File: src/rtl/button_event_pkg.sv
// rtl/button_event_pkg.sv - shared state encoding and counter sizing for the button event generator
package button_event_pkg;

    localparam logic [1:0] ST_IDLE    = 2'd0;
    localparam logic [1:0] ST_PRESSED = 2'd1;
    localparam logic [1:0] ST_HELD    = 2'd2;

    // Bits needed to hold any value 0..max_val (at least one bit).
    function automatic int cnt_width(input int max_val);
        return (max_val < 1) ? 1 : $clog2(max_val + 1);
    endfunction

endpackage

File: src/rtl/button_event_channel.sv
// rtl/button_event_channel.sv - per-button edge detect, IDLE/PRESSED/HELD FSM and strobe registers
// Auto-repeat logic is present only when BUTTON_AUTOREPEAT_EN is defined.
module button_event_channel
    import button_event_pkg::*;
#(
    parameter int LONG_TICKS   = 1000
`ifdef BUTTON_AUTOREPEAT_EN
    ,
    parameter int REPEAT_TICKS = 200
`endif
) (
    input  logic clk,
    input  logic rst,
    input  logic din,
    input  logic tick,
    output logic press_pulse,
    output logic release_pulse,
    output logic long_pulse,
    output logic repeat_pulse,
    output logic held
);

    localparam int HW = cnt_width(LONG_TICKS);

    logic          prev;
    logic          rise_q;
    logic          fall_q;
    logic          tick_q;
    logic [1:0]    state;
    logic [HW-1:0] hold_cnt;

    assign held = (state == ST_HELD);

    // Edges and tick are staged together so a tick coinciding with the press edge stays uncounted.
    always_ff @(posedge clk) begin
        if (rst) begin
            prev          <= din;
            rise_q        <= 1'b0;
            fall_q        <= 1'b0;
            tick_q        <= 1'b0;
            state         <= ST_IDLE;
            hold_cnt      <= '0;
            press_pulse   <= 1'b0;
            release_pulse <= 1'b0;
            long_pulse    <= 1'b0;
        end else begin
            prev          <= din;
            rise_q        <= din & ~prev;
            fall_q        <= ~din & prev;
            tick_q        <= tick;
            press_pulse   <= 1'b0;
            release_pulse <= 1'b0;
            long_pulse    <= 1'b0;
            case (state)
                ST_IDLE: begin
                    if (rise_q) begin
                        press_pulse <= 1'b1;
                        hold_cnt    <= '0;
                        state       <= ST_PRESSED;
                    end
                end
                ST_PRESSED: begin
                    if (fall_q) begin
                        release_pulse <= 1'b1;
                        state         <= ST_IDLE;
                    end else if (tick_q) begin
                        if (hold_cnt == HW'(LONG_TICKS - 1)) begin
                            long_pulse <= 1'b1;
                            state      <= ST_HELD;
                        end else begin
                            hold_cnt <= hold_cnt + HW'(1);
                        end
                    end
                end
                ST_HELD: begin
                    if (fall_q) begin
                        release_pulse <= 1'b1;
                        state         <= ST_IDLE;
                    end
                end
                default: state <= ST_IDLE;
            endcase
        end
    end

`ifdef BUTTON_AUTOREPEAT_EN
    localparam int RW = cnt_width(REPEAT_TICKS);

    logic [RW-1:0] rep_cnt;

    // rep_cnt is held at zero outside HELD, so it starts fresh at every long_pulse.
    always_ff @(posedge clk) begin
        if (rst) begin
            rep_cnt      <= '0;
            repeat_pulse <= 1'b0;
        end else begin
            repeat_pulse <= 1'b0;
            if (state != ST_HELD) begin
                rep_cnt <= '0;
            end else if (tick_q && !fall_q) begin
                if (rep_cnt == RW'(REPEAT_TICKS - 1)) begin
                    repeat_pulse <= 1'b1;
                    rep_cnt      <= '0;
                end else begin
                    rep_cnt <= rep_cnt + RW'(1);
                end
            end
        end
    end
`else
    assign repeat_pulse = 1'b0;
`endif

endmodule

File: src/rtl/button_event_gen.sv
// rtl/button_event_gen.sv - shared tick prescaler plus one event channel per debounced button
// Define BUTTON_AUTOREPEAT_EN to enable repeat_pulse; otherwise it is tied to 0.
module button_event_gen
    import button_event_pkg::*;
#(
    parameter int WIDTH        = 4,
    parameter int TICK_CYCLES  = 125000,
    parameter int LONG_TICKS   = 1000,
    parameter int REPEAT_TICKS = 200
) (
    input  logic             clk,
    input  logic             rst,
    input  logic [WIDTH-1:0] debounced_in,
    output logic [WIDTH-1:0] press_pulse,
    output logic [WIDTH-1:0] release_pulse,
    output logic [WIDTH-1:0] long_pulse,
    output logic [WIDTH-1:0] repeat_pulse,
    output logic [WIDTH-1:0] held
);

    localparam int CW = cnt_width(TICK_CYCLES - 1);

    logic [CW-1:0] count;
    logic          tick;

    // Unsupported parameter values open this empty scope so they are visible in the elaborated hierarchy.
    if (TICK_CYCLES < 2 || LONG_TICKS < 1 || REPEAT_TICKS < 1) begin : g_invalid_config
    end

    assign tick = (count == CW'(TICK_CYCLES - 1));

    always_ff @(posedge clk) begin
        if (rst || tick) begin
            count <= '0;
        end else begin
            count <= count + CW'(1);
        end
    end

    for (genvar i = 0; i < WIDTH; i++) begin : g_ch
        button_event_channel #(
            .LONG_TICKS   (LONG_TICKS)
`ifdef BUTTON_AUTOREPEAT_EN
            ,
            .REPEAT_TICKS (REPEAT_TICKS)
`endif
        ) u_ch (
            .clk           (clk),
            .rst           (rst),
            .din           (debounced_in[i]),
            .tick          (tick),
            .press_pulse   (press_pulse[i]),
            .release_pulse (release_pulse[i]),
            .long_pulse    (long_pulse[i]),
            .repeat_pulse  (repeat_pulse[i]),
            .held          (held[i])
        );
    end

endmodule

File: config.mk
export PLATFORM = sky130hd
export DESIGN_NAME = button_event_gen
export DESIGN_NICKNAME = d
export VERILOG_FILES = /design/src/rtl/button_event_pkg.sv /design/src/rtl/button_event_channel.sv /design/src/rtl/button_event_gen.sv
export SDC_FILE = /design/constraint.sdc
export NUM_CORES = 1
export LEC_CHECK = 0
export ABC_CLOCK_PERIOD_IN_PS = 2100
export BUFFER_PORTS_ARGS = -buffer_cell sky130_fd_sc_hd__buf_4
export CAP_MARGIN = 10
export CELL_PAD_IN_SITES_DETAIL_PLACEMENT = 1
export CELL_PAD_IN_SITES_GLOBAL_PLACEMENT = 1
export CORE_MARGIN = 4
export CORE_UTILIZATION = 48
export DETAILED_ROUTE_END_ITERATION = 8
export PLACE_DENSITY_LB_ADDON = 0.1
export SLEW_MARGIN = 10
export SYNTH_ARGS = -nofsm -noshare
export SYNTH_HDL_FRONTEND = slang
export SYNTH_HIERARCHICAL = 1
export SYNTH_SLANG_ARGS = --single-unit
File: constraint.sdc
create_clock -name clk -period 2.1 [get_ports clk]
set_input_delay 0.42 -clock clk [delete_from_list [all_inputs] [get_ports clk]]
set_output_delay 0.42 -clock clk [all_outputs]
set_load 0.01 [all_outputs]
-- Word-level counts from Yosys, hierarchy flattened
Cells that the tools add are included.
- memories kept: 0
- memory bits (read-only): 0
- output and inout bits: 20
- register bits after elaboration: 90
- word-level logic and storage cells: 198
- RAM bits: 0
- bits in latches: 0
- bits of input ports: 6
- bitwise operators: 29
- add/sub/neg operators: 5
- shifts and indexed selects: 0
- divide/modulo/power cells: 0
- multipliers: 0
- multiplexer cells: 56
- reduce and logical (&&, ||, !) cells: 33
- order comparisons: 0
- eq/ne operators: 41
- operators with widths (operator ; count):
    10-bit two-way mux ; 16
    10-bit case mux with 2 select lines ; 4
    10-bit by 1-bit adder with 10-bit output (second input constant) ; 4
    10-bit == test (second input constant) ; 4
    2-bit two-way mux ; 20
    2-bit != test (second input constant) ; 15
    2-bit case mux with 3 select lines ; 4
    2-bit OR reduction ; 12
    1-bit NOT ; 21
    5-bit AND reduction ; 4
    17-bit by 1-bit adder with 17-bit output (second input constant) ; 1
    17-bit == test (second input constant) ; 1
    4-bit AND reduction ; 4
    4-bit OR reduction ; 4
    3-bit by 1-bit != test with 1-bit output (second input constant) ; 5
    1-bit two-way mux ; 12
    2-bit by 1-bit != test with 1-bit output (second input constant) ; 5
    3-bit by 2-bit != test with 1-bit output (second input constant) ; 3
    1-bit bitwise AND ; 8
    2-bit by 1-bit == test with 1-bit output (second input constant) ; 4
    2-bit == test (second input constant) ; 4
    2-bit logical NOT ; 4
    2-bit nonzero test ; 4
    1-bit logical OR ; 1

-- Depth between registers and ports, before layout
Gate-level depths: netlist (run 1).
- depth after elaboration: 5
- mapped depth: 7
- gate-level depth less buffers: 6

-- Modules after synthesis
Netlist (run 1), hierarchy kept.
- by module, submodules not included (module ; sequential area each (um2) ; area an instance (um2) ; cells an instance ; instances):
    button_event_channel ; 380.4 ; 1069.8 ; 111 ; 4
    button_event_gen ; 340.3 ; 770.7 ; 86 ; 1

-- Worst setup path before layout (run 1)
No wires, ideal clock.
- path kind: register to register
- start: register g_ch[0].u_ch.state[1]
- end: register g_ch[0].u_ch.hold_cnt[3]
- arrival: 1.675 ns
- library setup time: 0.089 ns
- path buffers: 1
- required time: 2.011 ns
- period minus slack after synthesis: 1.764 ns
- cell stages (with the launch flop): 8
- path slack: 0.336 ns
- cell sequence: dfxtp_1 > inv_1 > ha_1 > and3b_4 > o31ai_2 > or3_1 > buf_6 > o32ai_4
- word-level cells in the longest chain between the ends: 3
- elaborated cells between the ends (all ways): 9
- those cells by class: eq/ne: 5; mux: 1; reduce/logical: 3
- ends and longest elaborated chain (element ; RTL line ; text):
    from (decl) ; button_event_channel.sv:29 ; logic [1:0] state;
    from (signal assigned) ; button_event_channel.sv:41 ; state <= ST_IDLE;
    from (signal assigned) ; button_event_channel.sv:59 ; state <= ST_PRESSED;
    from (signal assigned) ; button_event_channel.sv:65 ; state <= ST_IDLE;
    2-bit by 1-bit == test with 1-bit output / 2-bit logical NOT (equally long branches) ; button_event_channel.sv:54 ; case (state)
    2-bit != test (no source line) (tied with other cells) ; -- ;
    5-bit AND reduction (no source line) ; -- ;
    to (signal assigned) ; button_event_channel.sv:71 ; hold_cnt <= hold_cnt + HW'(1);
    to (decl) ; button_event_channel.sv:30 ; logic [HW-1:0] hold_cnt;
Parallel ways exist; a longest one is shown, timed or not.
A chain may end at the register's enable or synchronous reset.

-- Final worst setup path (run 1)
- start: register g_ch[1].u_ch.state[1]
- end: register g_ch[1].u_ch.hold_cnt[5]
- word-level cells in the longest chain between the ends: 3
- elaborated cells between the ends (all ways): 9
- those cells by class: eq/ne: 5; mux: 1; reduce/logical: 3
- ends and longest elaborated chain (element ; RTL line):
    from (decl) ; button_event_channel.sv:29
    from (signal assigned) ; button_event_channel.sv:41
    from (signal assigned) ; button_event_channel.sv:59
    from (signal assigned) ; button_event_channel.sv:65
    2-bit by 1-bit == test with 1-bit output / 2-bit logical NOT (equally long branches) ; button_event_channel.sv:54
    2-bit != test (no source line) (tied with other cells) ; --
    5-bit AND reduction (no source line) ; --
    to (signal assigned) ; button_event_channel.sv:71
    to (decl) ; button_event_channel.sv:30
Parallel ways exist; a longest one is shown, timed or not.

==> results of run 1 <==
-- cells by family after synthesis --
| family | count (synthesis) | share of synthesized area |
|---|---|---|
| AO/OA/AOI/OAI | 132 | 0.226 |
| XOR/XNOR | 15 | 0.0260 |
| adder cells (fa/ha/maj) | 21 | 0.0520 |
| buffers and inverters | 58 | 0.0587 |
| flip-flops | 93 | 0.369 |
| other | 4 | 0.00297 |
| AND/OR/NAND/NOR | 207 | 0.266 |
-- synth_stat cells, types with 5 or more instances --
library cell	count	share of area
dfxtp_1	93	0.37
nand3_1	37	0.037
nor2_1	36	0.027
inv_1	28	0.021
o311ai_0	24	0.042
ha_1	21	0.052
a21oi_1	20	0.020
and3_1	20	0.025
o31ai_2	20	0.050
nand4_1	17	0.021
and4_1	16	0.028
xnor2_1	14	0.024
a31oi_1	12	0.015
a41oi_1	12	0.021
buf_2	8	0.0079
clkbuf_1	8	0.0059
nor2b_1	8	0.0099
nor3b_1	8	0.012
o21ai_0	8	0.0079
or2b_1	8	0.012
or3_1	8	0.0099
nand2_1	7	0.0052
buf_6	5	0.011
nor4_1	5	0.0062
-- flip-flops by register name, summed over array words and instances, names as in the netlist --
register                 cells
g_ch.u_ch/state              8
g_ch.u_ch/release_pulse      4
g_ch.u_ch/hold_cnt          40
g_ch.u_ch/press_pulse        4
g_ch.u_ch/prev               4
g_ch.u_ch/long_pulse         4
count                       17
g_ch.u_ch/fall_q             4
g_ch.u_ch/tick_q             4
g_ch.u_ch/rise_q             4
-- worst max-delay path, cell delays in order, from the launching register on --
cell	delay [ns]
dfxtp_1	0.35
inv_1	0.09
ha_1	0.28
and2b_1	0.31
nor4_4	0.06
buf_4	0.17
o311ai_0	0.47
o31ai_2	0.14
-- metal layers --
layer  routed length (um)  vias to the layer above  global-route usage
met5                    0                        -                   0
met4                  206                        0              0.0583
met1                 6050                     2168               0.288
li1                     -                     2095                   -
met3                  438                       22              0.0384
met2                 6360                       74               0.352
-- worst max path at each step --
stage                                   from                        to  cells after the start
finish                 g_ch[1].u_ch/state[1]  g_ch[1].u_ch/hold_cnt[5]                      7
global route        g_ch[0].u_ch/hold_cnt[0]  g_ch[0].u_ch/hold_cnt[7]                      7
CTS                    g_ch[1].u_ch/state[1]  g_ch[1].u_ch/hold_cnt[6]                      6
detailed placement     g_ch[1].u_ch/state[1]  g_ch[1].u_ch/hold_cnt[6]                      6
global placement       g_ch[1].u_ch/state[1]  g_ch[1].u_ch/hold_cnt[3]                      6
floorplan              g_ch[0].u_ch/state[1]  g_ch[0].u_ch/hold_cnt[3]                      7
-- layout by cell type, fill, tap and decap left out, types with 5 or more instances in the layout --
| cell type | instances |
|---|---|
| o21ai_0 | 8 |
| o31ai_2 | 19 |
| nor3b_1 | 8 |
| and4_1 | 16 |
| or3_1 | 5 |
| nand4_1 | 17 |
| o311ai_0 | 22 |
| and3_1 | 20 |
| or2b_1 | 8 |
| inv_1 | 28 |
| nand3_1 | 37 |
| nor2_1 | 36 |
| nor4_1 | 5 |
| a31oi_1 | 12 |
| a21oi_1 | 20 |
| nand2_1 | 7 |
| xnor2_1 | 14 |
| a41oi_1 | 12 |
| ha_1 | 20 |
| nor2b_1 | 8 |
| buf_4 | 50 |
| clkbuf_8 | 10 |
| dfxtp_1 | 93 |
-- power breakdown --
group	switching (uW)	internal [uW]
sequential	22.0	1790
clock	625	568
combinational	338	190
-- repair_timing --
item                                   CTS  global route
setup endpoints to repair                0            26
endpoints found under the hold margin    0             0
gates resized for setup                  0            10
buffers inserted                         0             3
hold buffers                             0             0
-- area by class of cell --
cell class              instances  area (um^2)  area share
clock buffers                  10          138      0.0244
repair buffers                 51          395      0.0700
flip-flops and latches         93         1860       0.330
well taps                     136          170      0.0301
inverters                      28          105      0.0186
clock inverters                 4         50.0     0.00886
multi-input cells             379         2930       0.518
-- per-stage QoR --
stage | setup WS, ns | utilization | instances | setup TNS (ns)
floorplan | 0.336 | - | 530 | 0
global placement | 0.115 | 0.526 | 684 | 0
detailed placement | 0.0458 | 0.526 | 684 | 0
CTS | 0.00916 | 0.544 | 698 | 0
global route | -0.00396 | 0.550 | 701 | -0.00396
finish | 0.110 | 0.550 | 701 | 0
==> flow_summary.yaml, run 1 <==
run_status:
  outcome: "finished, final reports clean"
detailed_routing:
  drtAntennaViolNets: 0
  first_pass_iters: 4
  vias_per_cell: 6.22
  wirelength_um: 13100
  wl_per_cell_um: 18.6
  drt_iter0_drc: 221
  drc: 0
  num_vias: 4359
logic_synthesis:
  syn_area_per_cell_um2: 9.53
  syn_area_um2: 5050
  synthArstFlopShare: 0
  synth_nets: 557
  ys_seq_area_frac: 0.369
  synth_edf_count: 0
  ys_types: 51
  synthFlopType: "dfxtp_1"
  ys_warn_count: 6
  synth_seq_cells: 93
  netlist_instances: 530
grt:
  antenna_found_initial: 0
  grt_max_degree: 32
  grt_pass1_vias: 4440
  gr-usage-all-layers: 0.214
  grt_remaining_overflow: 0
  grt_pass1_wl_um: 22300
final_layout:
  areaGrowthSynthToFinish_pct: 11.9
  nFillCells: 1195
  final_area_um2: 5650
  antenna_cells: 0
  nNetsFinal: 589
  post_route_cells_drive_above_1_share: 0.188
timing:
  hold_viol_final: 0
  tightest_slew_ns: 0.647
  slew_viol_final: 0
  period_share: 0.948
  fmax_ghz: 0.502
  setup_violations: 0
  period_needed_ns: 1.99
  skew_ns: 0.00656
  hold-worst-slack_ns: 0.175
  relSlewSlack: 0.563
critical_path:
  path_class: "flop to flop"
  r2r-end: "g_ch[1].u_ch/hold_cnt[5]"
  critPathMaxFanout: 9
  start_kind: "flop"
  r2r_start: "g_ch[1].u_ch/state[1]"
  reg2reg_slack_ns: 0.11
  r2r_cells: 7
  arrival_ns: 2.22
  required_ns: 2.33
  critPathCaptureType: "flop"
placement:
  dp_hpwl_um: 9360
  port_buffers: 21
  routabilityCongestion: 0.835
  placed_area_um2: 5400
power_and_ir_drop:
  vdd.ir_drop.worst_uv: 307
  p_per_area_nw_per_um2: 626
  leakagePower_uw: 0.00199
  p_total_uw: 3540
cts:
  clk_latency_ns: 0.36
  cts_buffer_depth: 2
  path_clk_slew_ns: 0.09
  cts_tree: "yes"
  cts_buffers: 9
  clock-root-buffer: "clkbuf_8"
  cts.sinks: 93
  htreeDepth: 3
job:
  max_cap_viol_count: 0
floorplanning:
  die-area_um2: 12200
  design.portCount: 26
  rows: 37
  core-area_um2: 10300
  die_w_um: 111
  start_util: 0.491
  die_h_um: 111
min_path:
  hold_path.class: "primary input to flop"
  hp-start: "debounced_in[2]"
  whs_endpoint: "g_ch[2].u_ch/prev"
  min_path_cells: 1
Note: power is estimated with default switching activity, not from simulation.
==> run 2, diff against run 1 <==
--- a/config.mk
+++ b/config.mk
@@ -10,8 +10,8 @@
 export CAP_MARGIN = 10
 export CELL_PAD_IN_SITES_DETAIL_PLACEMENT = 1
 export CELL_PAD_IN_SITES_GLOBAL_PLACEMENT = 1
-export CORE_MARGIN = 4
 export CORE_UTILIZATION = 48
+export CTS_CLUSTER_DIAMETER = 150
 export DETAILED_ROUTE_END_ITERATION = 8
 export PLACE_DENSITY_LB_ADDON = 0.1
 export SLEW_MARGIN = 10
==> flow_summary.yaml, run 2 (synthesis results as in run 1) <==
timing:
  tightest_slew_ns: 0.712
  hold_viol_final: 0
  hold-worst-slack_ns: 0.163
  skew_ns: 0.00856
  setup_violations: 0
  fmax_ghz: 0.506
  relSlewSlack: 0.522
  period_needed_ns: 1.98
  slew_viol_final: 0
  period_share: 0.942
  setup_ws_ns: 0.122
detailed_routing:
  first_pass_iters: 4
  vias_per_cell: 6.11
  wl_per_cell_um: 17.8
  drc: 0
  wirelength_um: 12600
  num_vias: 4298
  drtAntennaViolNets: 0
  drt_iter0_drc: 178
power_and_ir_drop:
  clkPwrFrac: 0.350
  p_per_area_nw_per_um2: 636
  pwr-share-comb: 0.143
  seqPwrFrac: 0.507
  p_switching_uw: 987
  vdd.ir_drop.worst_uv: 388
  leakagePower_uw: 0.00200
  swShare: 0.275
  intPower_uw: 2600
cts:
  cts-hold-fix-buffers: 0
  path_clk_slew_ns: 0.09
  clock-root-buffer: "clkbuf_8"
  cts_buffer_depth: 2
  cts.sinks: 93
  cts_tree: "yes"
  cts_buffers: 9
  clk_latency_ns: 0.37
  htreeDepth: 3
floorplanning:
  design.portCount: 26
  core-area_um2: 10300
  die_h_um: 105
  start_util: 0.491
  die_w_um: 105
  die-area_um2: 10900
  rows: 37
final_layout:
  regArea_um2: 1860
  post_route_cells_drive_above_1_share: 0.187
  reg_top3: "g_ch.u_ch/hold_cnt (40), count (17), g_ch.u_ch/state (8)"
  nNetsFinal: 590
  nFillCells: 1203
  largest_reg_flops: 40
  layout_common_cells: "dfxtp_1, buf_4, nand3_1, nor2_1, inv_1"
  instances_no_fill: 704
  mostFrequentLayoutCell: "dfxtp_1"
  top_register: "g_ch.u_ch/hold_cnt"
  antenna_cells: 0
  areaGrowthSynthToFinish_pct: 11.8
  multiInputGateArea_um2: 2910
placement:
  dp_slack_ns: 0.0330
  placed_cells: 686
  port_buffers: 21
  dp_hpwl_um: 9000
  routabilityCongestion: 0.802
critical_path:
  critPathCaptureType: "flop"
  critPathMaxFanout: 8
  required_ns: 2.38
  arrival_ns: 2.26
  start_kind: "flop"
  path_class: "flop to flop"
grt:
  grt_max_degree: 34
  antenna_found_initial: 0
  grt_remaining_overflow: 0
  gr-usage-all-layers: 0.241
  grt_pass1_vias: 4316
  grt_pass1_wl_um: 21500
job:
  max_cap_viol_count: 0
run_status:
  outcome: "finished, final reports clean"
min_path:
  hold_path.class: "primary input to flop"
-- run 2: changes by cell type in the layout (fill, tap and decap cells not counted), sizes merged --
cell / delta
clkbuf: +3
clkinvlp: -2
buf: +1
clkinv: +1
-- run 2: final cells by class --
| class | count | area share |
|---|---|---|
| clock inverter | 3 | 0.00776 |
| clock buffer | 13 | 0.0282 |
| multi-input combinational | 379 | 0.516 |
| sequential | 93 | 0.330 |
| inverter | 28 | 0.0186 |
| tap | 136 | 0.0301 |
| timing repair buffer | 52 | 0.0692 |
-- run 2: power groups by stage --
stage | sequential [uW] | clock (uW) | combinational [uW]
after detailed placement | 1860 | 0 | 496
after global routing | 1820 | 1350 | 563
final | 1820 | 1260 | 513
after global placement | 1860 | 0 | 475
after CTS | 1820 | 1290 | 498
after floorplan | 1850 | 0 | 369
-- run 2: worst max-delay path: stages, from the launching register on --
cell and delay, ns:
dfxtp_1 0.32, inv_1 0.12, ha_2 0.28, and3b_4 0.25, o31ai_2 0.07, or3_1 0.54, o32ai_4 0.30
-- run 2: what timing repair did --
item / in CTS / in global routing
setup endpoints to repair: 0 / 26
buffers inserted: 0 / 2
resized for setup: 0 / 11
-- run 2: per-layer routing --
layer,wire [um],part of all wire,GRT usage,vias up
met5,0,0,0,-
met4,216,0.017,0.0755,0
met3,227,0.018,0.0331,16
met2,5960,0.47,0.392,54
met1,6160,0.49,0.331,2127
li1,-,-,-,2101
-- run 2: final timing paths --
kind                                                  to  slack, ns                  start  cells past startpoint
worst min register to register       g_ch[3].u_ch/rise_q       0.41      g_ch[3].u_ch/prev                      1
worst max register to register  g_ch[2].u_ch/hold_cnt[3]       0.12  g_ch[2].u_ch/state[1]                      6
worst max-delay path            g_ch[2].u_ch/hold_cnt[3]       0.12  g_ch[2].u_ch/state[1]                      6
worst min-delay path                   g_ch[2].u_ch/prev       0.16        debounced_in[2]                      1
-- run 2: per-stage QoR --
stage	utilization	TNS (ns)	power [uW]	area (um^2)
floorplan	-	0	2220	5050
global placement	0.526	0	2330	5400
detailed placement	0.526	0	2350	5400
CTS	0.546	0	3610	5610
global route	0.549	-0.00127	3740	5640
finish	0.549	0	3590	5640
==> run 3, diff against run 2 <==
--- a/config.mk
+++ b/config.mk
@@ -5,12 +5,12 @@
 export SDC_FILE = /design/constraint.sdc
 export NUM_CORES = 1
 export LEC_CHECK = 0
-export ABC_CLOCK_PERIOD_IN_PS = 2100
+export ABC_CLOCK_PERIOD_IN_PS = 1800
 export BUFFER_PORTS_ARGS = -buffer_cell sky130_fd_sc_hd__buf_4
 export CAP_MARGIN = 10
 export CELL_PAD_IN_SITES_DETAIL_PLACEMENT = 1
 export CELL_PAD_IN_SITES_GLOBAL_PLACEMENT = 1
-export CORE_UTILIZATION = 48
+export CORE_UTILIZATION = 43
 export CTS_CLUSTER_DIAMETER = 150
 export DETAILED_ROUTE_END_ITERATION = 8
 export PLACE_DENSITY_LB_ADDON = 0.1
==> constraint.sdc (replaced) <==
create_clock -name clk -period 1.8 [get_ports clk]
set_input_delay 0.36 -clock clk [delete_from_list [all_inputs] [get_ports clk]]
set_output_delay 0.36 -clock clk [all_outputs]
set_load 0.01 [all_outputs]
==> flow_summary.yaml, run 3 (synthesis results as in run 1) <==
floorplanning:
  start_util: 0.442
  die_h_um: 110
  die-area_um2: 12200
  rows: 39
  core-area_um2: 11400
  design.portCount: 26
  die_w_um: 110
run_status:
  outcome: "finished, final reports clean"
grt:
  grt_max_degree: 31
  grt_remaining_overflow: 0
  grt_pass1_vias: 4585
  gr-usage-all-layers: 0.239
  grt_pass1_wl_um: 22800
  antenna_found_initial: 0
detailed_routing:
  wirelength_um: 14300
  num_vias: 4562
  drtAntennaViolNets: 0
  vias_per_cell: 6.00
  first_pass_iters: 4
  wl_per_cell_um: 18.9
  drt_iter0_drc: 246
  drc: 0
critical_path:
  crit_slowest_cell: "or3_4"
  path_class: "flop to flop"
  critPathMaxFanout: 7
  arrival_ns: 2.00
  start_kind: "flop"
  max_stage_delay_ns: 0.45
  r2r_start: "g_ch[3].u_ch/state[1]"
  cp_cell_sequence: "inv_1 > ha_2 > and3b_4 > o31ai_2 > or3_4 > o32ai_4"
  r2r_cells: 6
  worstSetupStartpoint: "g_ch[3].u_ch/state[1]"
  path_depth: 6
  critPathCaptureType: "flop"
  required_ns: 2.06
  critPathTopFamily: "simple AND/OR/NAND/NOR gates"
  r2r-end: "g_ch[3].u_ch/hold_cnt[3]"
  cp_num_buf_inv: 1
  reg2reg_slack_ns: 0.06
timing:
  hold-worst-slack_ns: 0.132
  setup_violations: 0
  relSlewSlack: 0.568
  tightest_slew_ns: 0.639
  fmax_ghz: 0.575
  skew_ns: 0.00362
  period_share: 0.967
  setup_ws_ns: 0.0602
  hold_viol_final: 0
  period_needed_ns: 1.74
  slew_viol_final: 0
cts:
  cts_buffer_depth: 2
  clock-root-buffer: "clkbuf_16"
  clk_latency_ns: 0.34
  cts-hold-fix-buffers: 0
  htreeDepth: 3
  cts_buffers: 9
  cts.sinks: 93
  cts_tree: "yes"
  path_clk_slew_ns: 0.06
placement:
  port_buffers: 21
  placed_area_um2: 5760
  placed_cells: 737
  dp_hpwl_um: 9840
  dp_slack_ns: -0.136
  routabilityCongestion: 0.800
final_layout:
  layout_common_cells: "buf_4, dfxtp_1, nand3_1, nor2_1, inv_1"
  final_area_um2: 6370
  utilization: 0.558
  reg_top3: "g_ch.u_ch/hold_cnt (40), count (17), g_ch.u_ch/state (8)"
  top_register: "g_ch.u_ch/hold_cnt"
  nNetsFinal: 640
  instances_no_fill: 760
  largest_reg_flops: 40
  antenna_cells: 0
  areaGrowthSynthToFinish_pct: 26.2
  mostFrequentLayoutCell: "buf_4"
  post_route_cells_drive_above_1_share: 0.310
power_and_ir_drop:
  p_per_area_nw_per_um2: 779
  vdd.ir_drop.worst_uv: 366
  leakagePower_uw: 0.00232
min_path:
  whs_endpoint: "g_ch[1].u_ch/prev"
  hold_path.class: "primary input to flop"
  min_path_cells: 1
  hp-start: "debounced_in[1]"
job:
  max_cap_viol_count: 0
[run 3: cell types whose count changed in the layout (fill, tap and decap cells not counted), moves of 4 or more]
cell / previous run / this run
buf_4: 52 / 95
buf_6: 0 / 4
clkbuf_16: 0 / 9
clkbuf_8: 11 / 1
dfxtp_1: 93 / 84
dfxtp_2: 0 / 8
ha_1: 19 / 13
ha_4: 0 / 4
o311ai_0: 19 / 3
o311ai_1: 5 / 10
o311ai_2: 0 / 9
[run 3: worst register-to-register path, stage by stage, from the launching register on]
cell and delay, ns:
dfxtp_1 0.32, inv_1 0.10, ha_2 0.21, and3b_4 0.24
o31ai_2 0.08, or3_4 0.45, o32ai_4 0.26
[run 3: cell type report]
| cell class | count | area [um^2] |
|---|---|---|
| fill | 1324 | 5050 |
| multi-input combinational | 379 | 3110 |
| sequential | 93 | 1880 |
| timing repair buffer | 102 | 788 |
| clock buffer | 11 | 243 |
| tap | 143 | 179 |
| inverter | 28 | 105 |
| clock inverter | 4 | 72.6 |
[run 3: how the worst max path moves through the flow]
stage / endpoint / slack, ns
6_report: g_ch[3].u_ch/hold_cnt[3] / 0.06
5_1_grt: g_ch[0].u_ch/hold_cnt[8] / -0.05
4_1_cts: g_ch[2].u_ch/hold_cnt[4] / 0.005
3_5_place_dp: g_ch[0].u_ch/hold_cnt[4] / -0.14
3_3_place_gp: g_ch[0].u_ch/hold_cnt[3] / -0.03
2_1_floorplan: g_ch[0].u_ch/hold_cnt[3] / 0.04
[run 3: power breakdown]
group	total, uW	switching [uW]	internal (uW)	leakage, uW
Sequential	2130	30.8	2100	0.000758
Clock	2040	798	1250	0.000152
Combinational	793	461	333	0.00141
[run 3: through the flow]
stage	TNS (ns)	power, uW
after CTS	0	4950
after global routing	-0.110	5180
after detailed placement	-1.33	2860
final	0	4960
after global placement	-0.0488	2830
after floorplan	0	2590
[run 3: what timing repair did]
| action | 4_1_cts | 5_1_grt |
|---|---|---|
| pin swaps | 0 | 10 |
| endpoints found under the setup margin | 30 | 48 |
| gates resized for setup | 25 | 51 |
| buffers inserted | 0 | 6 |
| gates cloned | 0 | 2 |
[run 3: metal layers]
metal	up-vias	global-route usage	part of all wire	routed length [um]
met5	-	0	0	0
met2	70	0.401	0.50	7160
met3	15	0.0300	0.020	283
met1	2280	0.314	0.47	6710
li1	2197	-	-	-
met4	0	0.0836	0.013	185
